===== config.mk =====
export PLATFORM = sky130hd
export DESIGN_NAME = rtc_clock_core
export DESIGN_NICKNAME = d
export VERILOG_FILES = /design/src/rtl/rtc_clock_core.sv
export SDC_FILE = /design/constraint.sdc
export NUM_CORES = 1
export LEC_CHECK = 0
export CAP_MARGIN = 20
export CORE_MARGIN = 4
export CORE_UTILIZATION = 45
export CTS_BUF_LIST = sky130_fd_sc_hd__clkbuf_4
export DETAILED_ROUTE_END_ITERATION = 6
export PLACE_DENSITY = 0.87
export SKIP_CTS_REPAIR_TIMING = 1
export SYNTH_ARGS = -nofsm -noshare
export SYNTH_HDL_FRONTEND = slang
export SYNTH_SLANG_ARGS = --single-unit

===== constraint.sdc =====
create_clock -name clk -period 2.8 [get_ports clk]
set_clock_uncertainty 0.05 [all_clocks]
set_input_delay 0.42 -clock clk [delete_from_list [all_inputs] [get_ports clk]]
set_output_delay 0.42 -clock clk [all_outputs]
set_load 0.02 [all_outputs]

===== src/rtl/rtc_clock_core.sv =====
// ============================================================================
// Module   : rtc_clock_core
// Purpose  : Time-of-day core (h/m/s) with tick prescaler, validated load,
//            manual bumps, minute alarm and 12/24h BCD display digits.
// Revision : 1.0 - initial release
// ============================================================================
`default_nettype none

module rtc_clock_core #(
    parameter int INIT_HOUR     = 0,
    parameter int INIT_MIN      = 0,
    parameter int INIT_SEC      = 0,
    parameter int TICKS_PER_SEC = 1
) (
    input  logic       clk,
    input  logic       rst,
    input  logic       tick,
    input  logic       mode_12h,
    input  logic       set_valid,
    input  logic [4:0] set_hour,
    input  logic [5:0] set_min,
    input  logic [5:0] set_sec,
    output logic       set_err,
    input  logic       inc_hour,
    input  logic       inc_min,
    input  logic       alarm_en,
    input  logic [4:0] alarm_hour,
    input  logic [5:0] alarm_min,
    output logic       alarm_fire,
    output logic       sec_pulse,
    output logic       day_wrap,
    output logic [4:0] hour,
    output logic [5:0] min,
    output logic [5:0] sec,
    output logic       pm,
    output logic [3:0] Ht,
    output logic [3:0] Hu,
    output logic [3:0] Mt,
    output logic [3:0] Mu,
    output logic [3:0] St,
    output logic [3:0] Su
);

    localparam int c_CNT_W = (TICKS_PER_SEC > 1) ? $clog2(TICKS_PER_SEC) : 1;
    localparam logic [c_CNT_W-1:0] c_CNT_MAX = c_CNT_W'(TICKS_PER_SEC - 1);

    if (INIT_HOUR < 0 || INIT_HOUR > 23) begin : g_bad_init_hour
        $error("rtc_clock_core: INIT_HOUR out of range 0..23");
    end
    if (INIT_MIN < 0 || INIT_MIN > 59) begin : g_bad_init_min
        $error("rtc_clock_core: INIT_MIN out of range 0..59");
    end
    if (INIT_SEC < 0 || INIT_SEC > 59) begin : g_bad_init_sec
        $error("rtc_clock_core: INIT_SEC out of range 0..59");
    end
    if (TICKS_PER_SEC < 1) begin : g_bad_tps
        $error("rtc_clock_core: TICKS_PER_SEC must be >= 1");
    end

    logic [4:0]         r_hour;
    logic [5:0]         r_min;
    logic [5:0]         r_sec;
    logic [c_CNT_W-1:0] r_cnt;
    logic               r_set_err;
    logic               r_alarm_fire;
    logic               r_sec_pulse;
    logic               r_day_wrap;

    logic       w_advance;
    logic       w_set_ok;
    logic       w_sec_wrap;
    logic       w_min_wrap;
    logic       w_hour_wrap;
    logic [5:0] w_adv_sec;
    logic [5:0] w_adv_min;
    logic [4:0] w_adv_hour;
    logic       w_alarm_hit;
    logic [4:0] w_disp_hour;
    logic [7:0] w_h_bcd;
    logic [7:0] w_m_bcd;
    logic [7:0] w_s_bcd;

    // Range-compare BCD split for 0..59; avoids a divider
    function automatic logic [7:0] f_to_bcd(input logic [5:0] v);
        logic [3:0] t;
        logic [3:0] u;
        if (v >= 6'd50) begin
            t = 4'd5; u = 4'(v - 6'd50);
        end else if (v >= 6'd40) begin
            t = 4'd4; u = 4'(v - 6'd40);
        end else if (v >= 6'd30) begin
            t = 4'd3; u = 4'(v - 6'd30);
        end else if (v >= 6'd20) begin
            t = 4'd2; u = 4'(v - 6'd20);
        end else if (v >= 6'd10) begin
            t = 4'd1; u = 4'(v - 6'd10);
        end else begin
            t = 4'd0; u = v[3:0];
        end
        return {t, u};
    endfunction

    assign w_advance   = tick && (r_cnt == c_CNT_MAX);
    assign w_set_ok    = (set_hour <= 5'd23) && (set_min <= 6'd59) && (set_sec <= 6'd59);
    assign w_sec_wrap  = (r_sec == 6'd59);
    assign w_min_wrap  = (r_min == 6'd59);
    assign w_hour_wrap = (r_hour == 5'd23);

    assign w_adv_sec  = w_sec_wrap ? 6'd0 : r_sec + 6'd1;
    assign w_adv_min  = w_sec_wrap ? (w_min_wrap ? 6'd0 : r_min + 6'd1) : r_min;
    assign w_adv_hour = (w_sec_wrap && w_min_wrap) ? (w_hour_wrap ? 5'd0 : r_hour + 5'd1) : r_hour;

    // The advanced second is zero exactly when the current second wraps
    assign w_alarm_hit = alarm_en && w_sec_wrap &&
                         (alarm_hour == w_adv_hour) && (alarm_min == w_adv_min);

    always_ff @(posedge clk) begin
        if (rst) begin
            r_hour       <= 5'(INIT_HOUR);
            r_min        <= 6'(INIT_MIN);
            r_sec        <= 6'(INIT_SEC);
            r_cnt        <= '0;
            r_set_err    <= 1'b0;
            r_alarm_fire <= 1'b0;
            r_sec_pulse  <= 1'b0;
            r_day_wrap   <= 1'b0;
        end else begin
            r_set_err    <= 1'b0;
            r_alarm_fire <= 1'b0;
            r_sec_pulse  <= 1'b0;
            r_day_wrap   <= 1'b0;

            if (tick) begin
                r_cnt <= w_advance ? '0 : r_cnt + 1'b1;
            end

            if (set_valid) begin
                if (w_set_ok) begin
                    r_hour <= set_hour;
                    r_min  <= set_min;
                    r_sec  <= set_sec;
                    r_cnt  <= '0;
                end else begin
                    r_set_err <= 1'b1;
                end
            end else if (inc_hour || inc_min) begin
                if (inc_min) begin
                    r_min <= w_min_wrap ? 6'd0 : r_min + 6'd1;
                    r_sec <= 6'd0;
                end
                if (inc_hour) begin
                    r_hour <= w_hour_wrap ? 5'd0 : r_hour + 5'd1;
                end
            end else if (w_advance) begin
                r_sec        <= w_adv_sec;
                r_min        <= w_adv_min;
                r_hour       <= w_adv_hour;
                r_sec_pulse  <= 1'b1;
                r_day_wrap   <= w_sec_wrap && w_min_wrap && w_hour_wrap;
                r_alarm_fire <= w_alarm_hit;
            end
        end
    end

    always_comb begin
        w_disp_hour = r_hour;
        if (mode_12h) begin
            if (r_hour == 5'd0) begin
                w_disp_hour = 5'd12;
            end else if (r_hour > 5'd12) begin
                w_disp_hour = r_hour - 5'd12;
            end
        end
    end

    assign w_h_bcd = f_to_bcd({1'b0, w_disp_hour});
    assign w_m_bcd = f_to_bcd(r_min);
    assign w_s_bcd = f_to_bcd(r_sec);

    assign hour       = r_hour;
    assign min        = r_min;
    assign sec        = r_sec;
    assign set_err    = r_set_err;
    assign alarm_fire = r_alarm_fire;
    assign sec_pulse  = r_sec_pulse;
    assign day_wrap   = r_day_wrap;
    assign pm         = mode_12h && (r_hour >= 5'd12);
    assign Ht         = w_h_bcd[7:4];
    assign Hu         = w_h_bcd[3:0];
    assign Mt         = w_m_bcd[7:4];
    assign Mu         = w_m_bcd[3:0];
    assign St         = w_s_bcd[7:4];
    assign Su         = w_s_bcd[3:0];

endmodule

`default_nettype wire


==> impl_metrics.py, run 1 <==
metrics = {
    "sta": {
        "grt_setup_unrepaired": "yes",
        "layout_min_cycle_time_ns": 3.038,
        "max_slew_margin_pct": 66.28,
        "hold-worst-slack_ns": 0.4162,
        "worst_pin_slew_ns": 0.5058,
        "fin_crit_sh_pct": 108.5,
        "slew_violations": 0,
        "timing.fmax_ghz": 0.3291,
        "setup_viol": 6,
        "setup_slack_ns": -0.2384,
        "hold_viol": 0,
    },
    "finish": {
        "synthToLayoutAreaGrowth_pct": 59.44,
        "utilization_pct": 74.85,
        "fin_nets": 585,
        "final_common_cell": "buf_4",
        "n_antenna_cell": 0,
        "final_cell_mix": "81 x buf_4, 62 x clkdlybuf4s50_1, 44 x nand2_1",
        "drive_gt1_share_pct": 31.53,
    },
    "drt": {
        "drcViolationCount": 0,
        "routed_wl_mm": 9.910,
        "dr.pass1.iters": 5,
        "via_per_inst": 5.983,
        "ant_nets": 0,
        "drt_iter0_drc": 217,
        "post_drt_wl_per_cell_um": 16.74,
        "vias": 3542,
    },
    "setup_path": {
        "cp_num_buf_inv": 2,
        "crit_path_end_kind": "output port",
        "worst_path_largest_cell_delay_ns": 0.40,
        "crit_chain": "inv_4 -> ha_4 -> nand4b_1 -> o21ai_1 -> a211o_1 -> ha_2 -> nor3b_4 -> or3_4 -> a31oi_4 -> xnor2_4 -> buf_6",
        "required_ns": 2.33,
        "path_class": "register to output port",
        "arrival_ns": 2.57,
        "crit_path_max_fanout": 4,
        "crit_path_top_delay_cell": "dfxtp_4",
        "startpoint_type": "register",
        "crit_family": "simple AND/OR/NAND/NOR gates",
    },
    "pwr": {
        "leakage_nw": 1.955,
        "power_frac_comb_pct": 62.8,
        "p_sw_mw": 0.6702,
        "ir_drop_uv": 266.9,
        "design_power_total_mw": 1.667,
        "power_density_mw_per_mm2": 369.6,
        "switching_share_pct": 40.19,
        "power_frac_seq_pct": 22.0,
        "p_int_mw": 0.9971,
        "p_clk_share_pct": 15.2,
    },
    "yosys": {
        "yosysTopAreaCellShare_pct": 15.57,
        "synthCells": 380,
        "synth-seq-cells": 22,
        "synth.top_cells.by_area": "dfxtp_1 16%, ha_1 14%, a21oi_1 7.8%, nand2_1 5.8%, o21ai_0 4.1%",
        "ys_warn_count": 0,
        "netlist_area_sq_mm": 0.002829,
        "synth-async-reset-ratio_pct": 0,
        "ys.flop_type": "dfxtp_1",
        "synth_top_area_cell": "dfxtp_1",
        "syn_area_per_cell_sq_um": 7.445,
        "ys_seq_area_share_pct": 15.57,
        "synth_cell_type_count": 65,
        "synth_edf_count": 0,
    },
    "run": {
        "cap_violations": 0,
    },
    "cts": {
        "clockBufferDepth": 2,
        "htreeDepth": 1,
        "root_buffer": "clkbuf_4",
        "clk_latency_ns": 0.32,
        "cts.clk_slew.worst_paths_ns": 0.13,
        "numCtsBuffers": 3,
        "cts_tree": "done",
        "clock-sinks": 22,
    },
    "floorplan": {
        "rows": 28,
        "dieArea_sq_mm": 0.007619,
        "die_x_um": 87.29,
        "initial_core_util_pct": 46.95,
        "core_area_sq_mm": 0.006026,
        "die_h_um": 87.29,
        "ios": 82,
    },
    "global_routing": {
        "grt_pass1_vias": 3381,
        "antenna_found_initial": 0,
        "grt_pass1_wl_mm": 15.52,
        "grt_max_degree": 22,
        "grt-ovfl-total": 0,
        "grt_usage_pct": 24.60,
    },
    "status": {
        "violations": "negative setup slack",
        "status": "finished with violations",
    },
    "placement": {
        "globalplace.congestion": 0.9843,
        "post-place-ws_ns": -0.9067,
        "hpwl_mm": 7.424,
        "portBuffers": 77,
    },
    "hold_path": {
        "hold_path.class": "register to register",
    },
}
==> per-layer routing <==
layer / global-route usage (%) / routed length [um]
met5: 0 / 0
met2: 42.40 / 4833
met3: 4.825 / 950
met4: 5.300 / 177
met1: 31.56 / 3948
==> metrics by stage <==
| stage | std cells | instance area (sq um) | setup TNS [ns] |
|---|---|---|---|
| final | 592 | 4511 | -0.8810 |
| after global routing | 592 | 4511 | -1.664 |
| after CTS | 583 | 4257 | -8.539 |
| after detailed placement | 579 | 4204 | -5.111 |
| after global placement | 579 | 4204 | -4.354 |
| after floorplan | 383 | 2987 | -0.1618 |
==> cell usage after synthesis, types with 4 or more instances <==
master	count
o211ai_1	10
a21o_1	7
o31ai_1	10
a21oi_1	44
buf_1	4
and3_1	8
nand3_1	7
nor2_1	19
ha_1	31
a211oi_1	5
nand2b_1	6
a31oi_1	7
inv_1	21
o21ai_0	23
buf_4	6
clkbuf_1	10
xnor2_1	13
nor3_1	6
dfxtp_1	22
nand2_1	44
nand4_1	5
xor2_1	6
==> worst paths after layout <==
kind           start         end  slack (ns)  depth (start not counted)
max reg2reg   min[0]  alarm_fire        0.20                          8
max          hour[2]       Hu[1]       -0.24                         11
min            r_cnt       r_cnt        0.42                          2
min reg2reg    r_cnt       r_cnt        0.42                          2
==> worst min-delay path, cell delays in order, from the launching register on <==
cell and delay [ns]:
dfxtp_1 0.34, nand2_1 0.06, a21oi_1 0.04
==> power groups by stage <==
stage	sequential [mW]	combinational, mW	clock (mW)
after global routing	0.370	1.12	0.268
after CTS	0.359	0.973	0.255
after detailed placement	0.365	0.966	0
after global placement	0.364	0.940	0
final	0.367	1.05	0.254
after floorplan	0.399	0.518	0
==> flip-flops by register name, summed over array words and instances (netlist names) <==
register,count
set_err,1
hour,5
sec_pulse,1
r_cnt,1
alarm_fire,1
day_wrap,1
min,6
sec,6
==> kinds of logic (layout without fill, tap and decap cells) <==
family / after synthesis / count (layout) / synth area share (%)
adder cells (fa/ha/maj): 31 / 31 / 13.71
other: 1 / 4 / 0.1326
flip-flops: 22 / 22 / 15.57
AO/OA/AOI/OAI: 141 / 141 / 34.01
XOR/XNOR: 19 / 19 / 5.882
buffers and inverters: 47 / 181 / 8.359
AND/OR/NAND/NOR: 116 / 116 / 21.23
multiplexers: 3 / 3 / 1.106
==> layout make-up <==
class | instances | area [sq um]
tap | 75 | 93.84
fill | 396 | 1515
clock buffer | 3 | 22.52
clock inverter | 1 | 30.03
timing repair buffer | 155 | 1350
inverter | 22 | 97.59
multi-input combinational | 314 | 2452
sequential | 22 | 464.2
Note: power is estimated with default switching activity, not from simulation.
==> run 2, diff against run 1 <==
--- a/config.mk
+++ b/config.mk
@@ -6,6 +6,7 @@
 export NUM_CORES = 1
 export LEC_CHECK = 0
 export CAP_MARGIN = 20
+export CORE_ASPECT_RATIO = 0.9
 export CORE_MARGIN = 4
 export CORE_UTILIZATION = 45
 export CTS_BUF_LIST = sky130_fd_sc_hd__clkbuf_4
==> run 2 against run 1 <==
The flow still finishes with violations (negative setup slack). Via count rose by 0.48%. Count of clock-buffer cells in the layout rose by 1. Design area fell by 0.75%. Cell count rose by 1.0%. Routed wire length rose by 0.82%. Sequential power barely moved. Highest routed layer unchanged. Combinational power barely moved. Critical endpoint unchanged. Utilization fell by 1.6 points.
==> impl_metrics.py, run 2 (synthesis results as in run 1) <==
metrics = {
    "status": {
        "status": "finished with violations",
        "violations": "negative setup slack",
    },
    "pwr": {
        "p_clk_share_pct": 10.7,
        "power_frac_comb_pct": 66.0,
        "ir_drop_uv": 231.7,
        "p_sw_mw": 0.6603,
        "power_density_mw_per_mm2": 351.4,
        "design_power_total_mw": 1.573,
        "switching_share_pct": 41.97,
        "power_frac_seq_pct": 23.3,
        "leakage_nw": 1.930,
        "p_int_mw": 0.9129,
    },
    "cts": {
        "cts.clk_slew.worst_paths_ns": 0.13,
        "numCtsBuffers": 3,
        "htreeDepth": 1,
        "cts_tree": "done",
        "root_buffer": "clkbuf_4",
        "clockBufferDepth": 2,
        "clk_latency_ns": 0.31,
        "clock-sinks": 22,
    },
    "drt": {
        "vias": 3559,
        "drcViolationCount": 0,
        "ant_nets": 0,
        "via_per_inst": 5.952,
        "dr.pass1.iters": 4,
        "post_drt_wl_per_cell_um": 16.71,
        "drt_iter0_drc": 242,
        "routed_wl_mm": 9.991,
    },
    "finish": {
        "final_cell_mix": "74 x buf_4, 61 x clkdlybuf4s50_1, 43 x nand2_1",
        "n_antenna_cell": 0,
        "synthToLayoutAreaGrowth_pct": 58.25,
        "drive_gt1_share_pct": 31.31,
        "num-fill-cells": 455,
        "final_common_cell": "buf_4",
        "fin_nets": 579,
    },
    "setup_path": {
        "crit_path_max_fanout": 4,
        "cp_num_buf_inv": 2,
        "crit_path_end_kind": "output port",
        "crit_family": "simple AND/OR/NAND/NOR gates",
        "startpoint_type": "register",
        "reg2reg_from": "min[0]",
        "crit_chain": "inv_4 -> ha_4 -> nand4b_1 -> o21ai_1 -> a211o_1 -> ha_2 -> nor3b_4 -> or3_4 -> a31oi_4 -> xnor2_4 -> buf_6",
        "path_class": "register to output port",
        "worst_path_largest_cell_delay_ns": 0.41,
        "ff2ff_setup_slack_ns": 0.22,
        "arrival_ns": 2.62,
        "startpoint": "hour[2]",
        "required_ns": 2.33,
        "crit_path_top_delay_cell": "dfxtp_4",
    },
    "sta": {
        "max_slew_margin_pct": 58.41,
        "grt_setup_unrepaired": "yes",
        "hold_viol": 0,
        "timing.fmax_ghz": 0.3233,
        "slew_violations": 0,
        "worst_pin_slew_ns": 0.6186,
        "fin_crit_sh_pct": 110.5,
        "setup_slack_ns": -0.2935,
        "layout_min_cycle_time_ns": 3.094,
        "setup_viol": 4,
        "hold-worst-slack_ns": 0.3910,
    },
    "placement": {
        "globalplace.congestion": 0.9377,
        "hpwl_mm": 7.273,
        "portBuffers": 77,
        "post-place-ws_ns": -0.8520,
    },
    "hold_path": {
        "hold_start": "r_cnt",
        "hold_path.class": "register to register",
    },
    "floorplan": {
        "dieArea_sq_mm": 0.007621,
        "die_h_um": 83.22,
        "ios": 82,
        "core_area_sq_mm": 0.006115,
        "rows": 27,
        "die_x_um": 91.58,
        "initial_core_util_pct": 46.27,
    },
    "global_routing": {
        "grt-ovfl-total": 0,
        "grt_pass1_vias": 3364,
        "antenna_found_initial": 0,
        "grt_pass1_wl_mm": 14.99,
        "grt_max_degree": 20,
        "grt_usage_pct": 22.78,
    },
    "run": {
        "cap_violations": 0,
    },
}
-- run 2: layout make-up --
cell class	count	area, sq um	area share (%)
clock buffers	4	30.03	0.6708
inverters	22	93.84	2.096
multi-input cells	314	2469	55.14
flip-flops and latches	22	464.2	10.37
well taps	87	108.9	2.432
repair buffers	149	1311	29.29
-- run 2: tightest hold or removal path: stages (launching register included) --
cell and delay (ns):
dfxtp_1 0.33, nand2_1 0.05, a21oi_1 0.03
-- run 2: final timing paths --
kind | to | depth (start not counted)
max | Hu[1] | 11
min reg2reg | r_cnt | 2
min | r_cnt | 2
max reg2reg | hour[3] | 9
-- run 2: routing by layer --
metal  up-vias  wire length [um]  track usage [%]
met2       187              4994            39.75
met4         0               144            4.110
met1      1688              4039            28.79
met5         -                 0                0
met3        21               812            4.982
li1       1663                 -                -
-- run 2: power by group through the flow --
stage | Combinational [mW] | Sequential [mW] | Clock, mW
after floorplan | 0.518 | 0.399 | 0
after global placement | 0.931 | 0.362 | 0
after detailed placement | 0.956 | 0.364 | 0
after CTS | 0.961 | 0.357 | 0.168
after global routing | 1.11 | 0.368 | 0.181
final | 1.04 | 0.366 | 0.168
-- run 2: through the flow --
| stage | cells | util, % | cell area, sq um | setup TNS [ns] |
|---|---|---|---|---|
| global placement | 587 | 68.51 | 4189 | -4.005 |
| CTS | 591 | 69.00 | 4219 | -8.352 |
| global route | 598 | 73.21 | 4477 | -1.470 |
| floorplan | 383 | - | 2987 | -0.1618 |
| detailed placement | 587 | 68.51 | 4189 | -5.113 |
| finish | 598 | 73.21 | 4477 | -0.9901 |
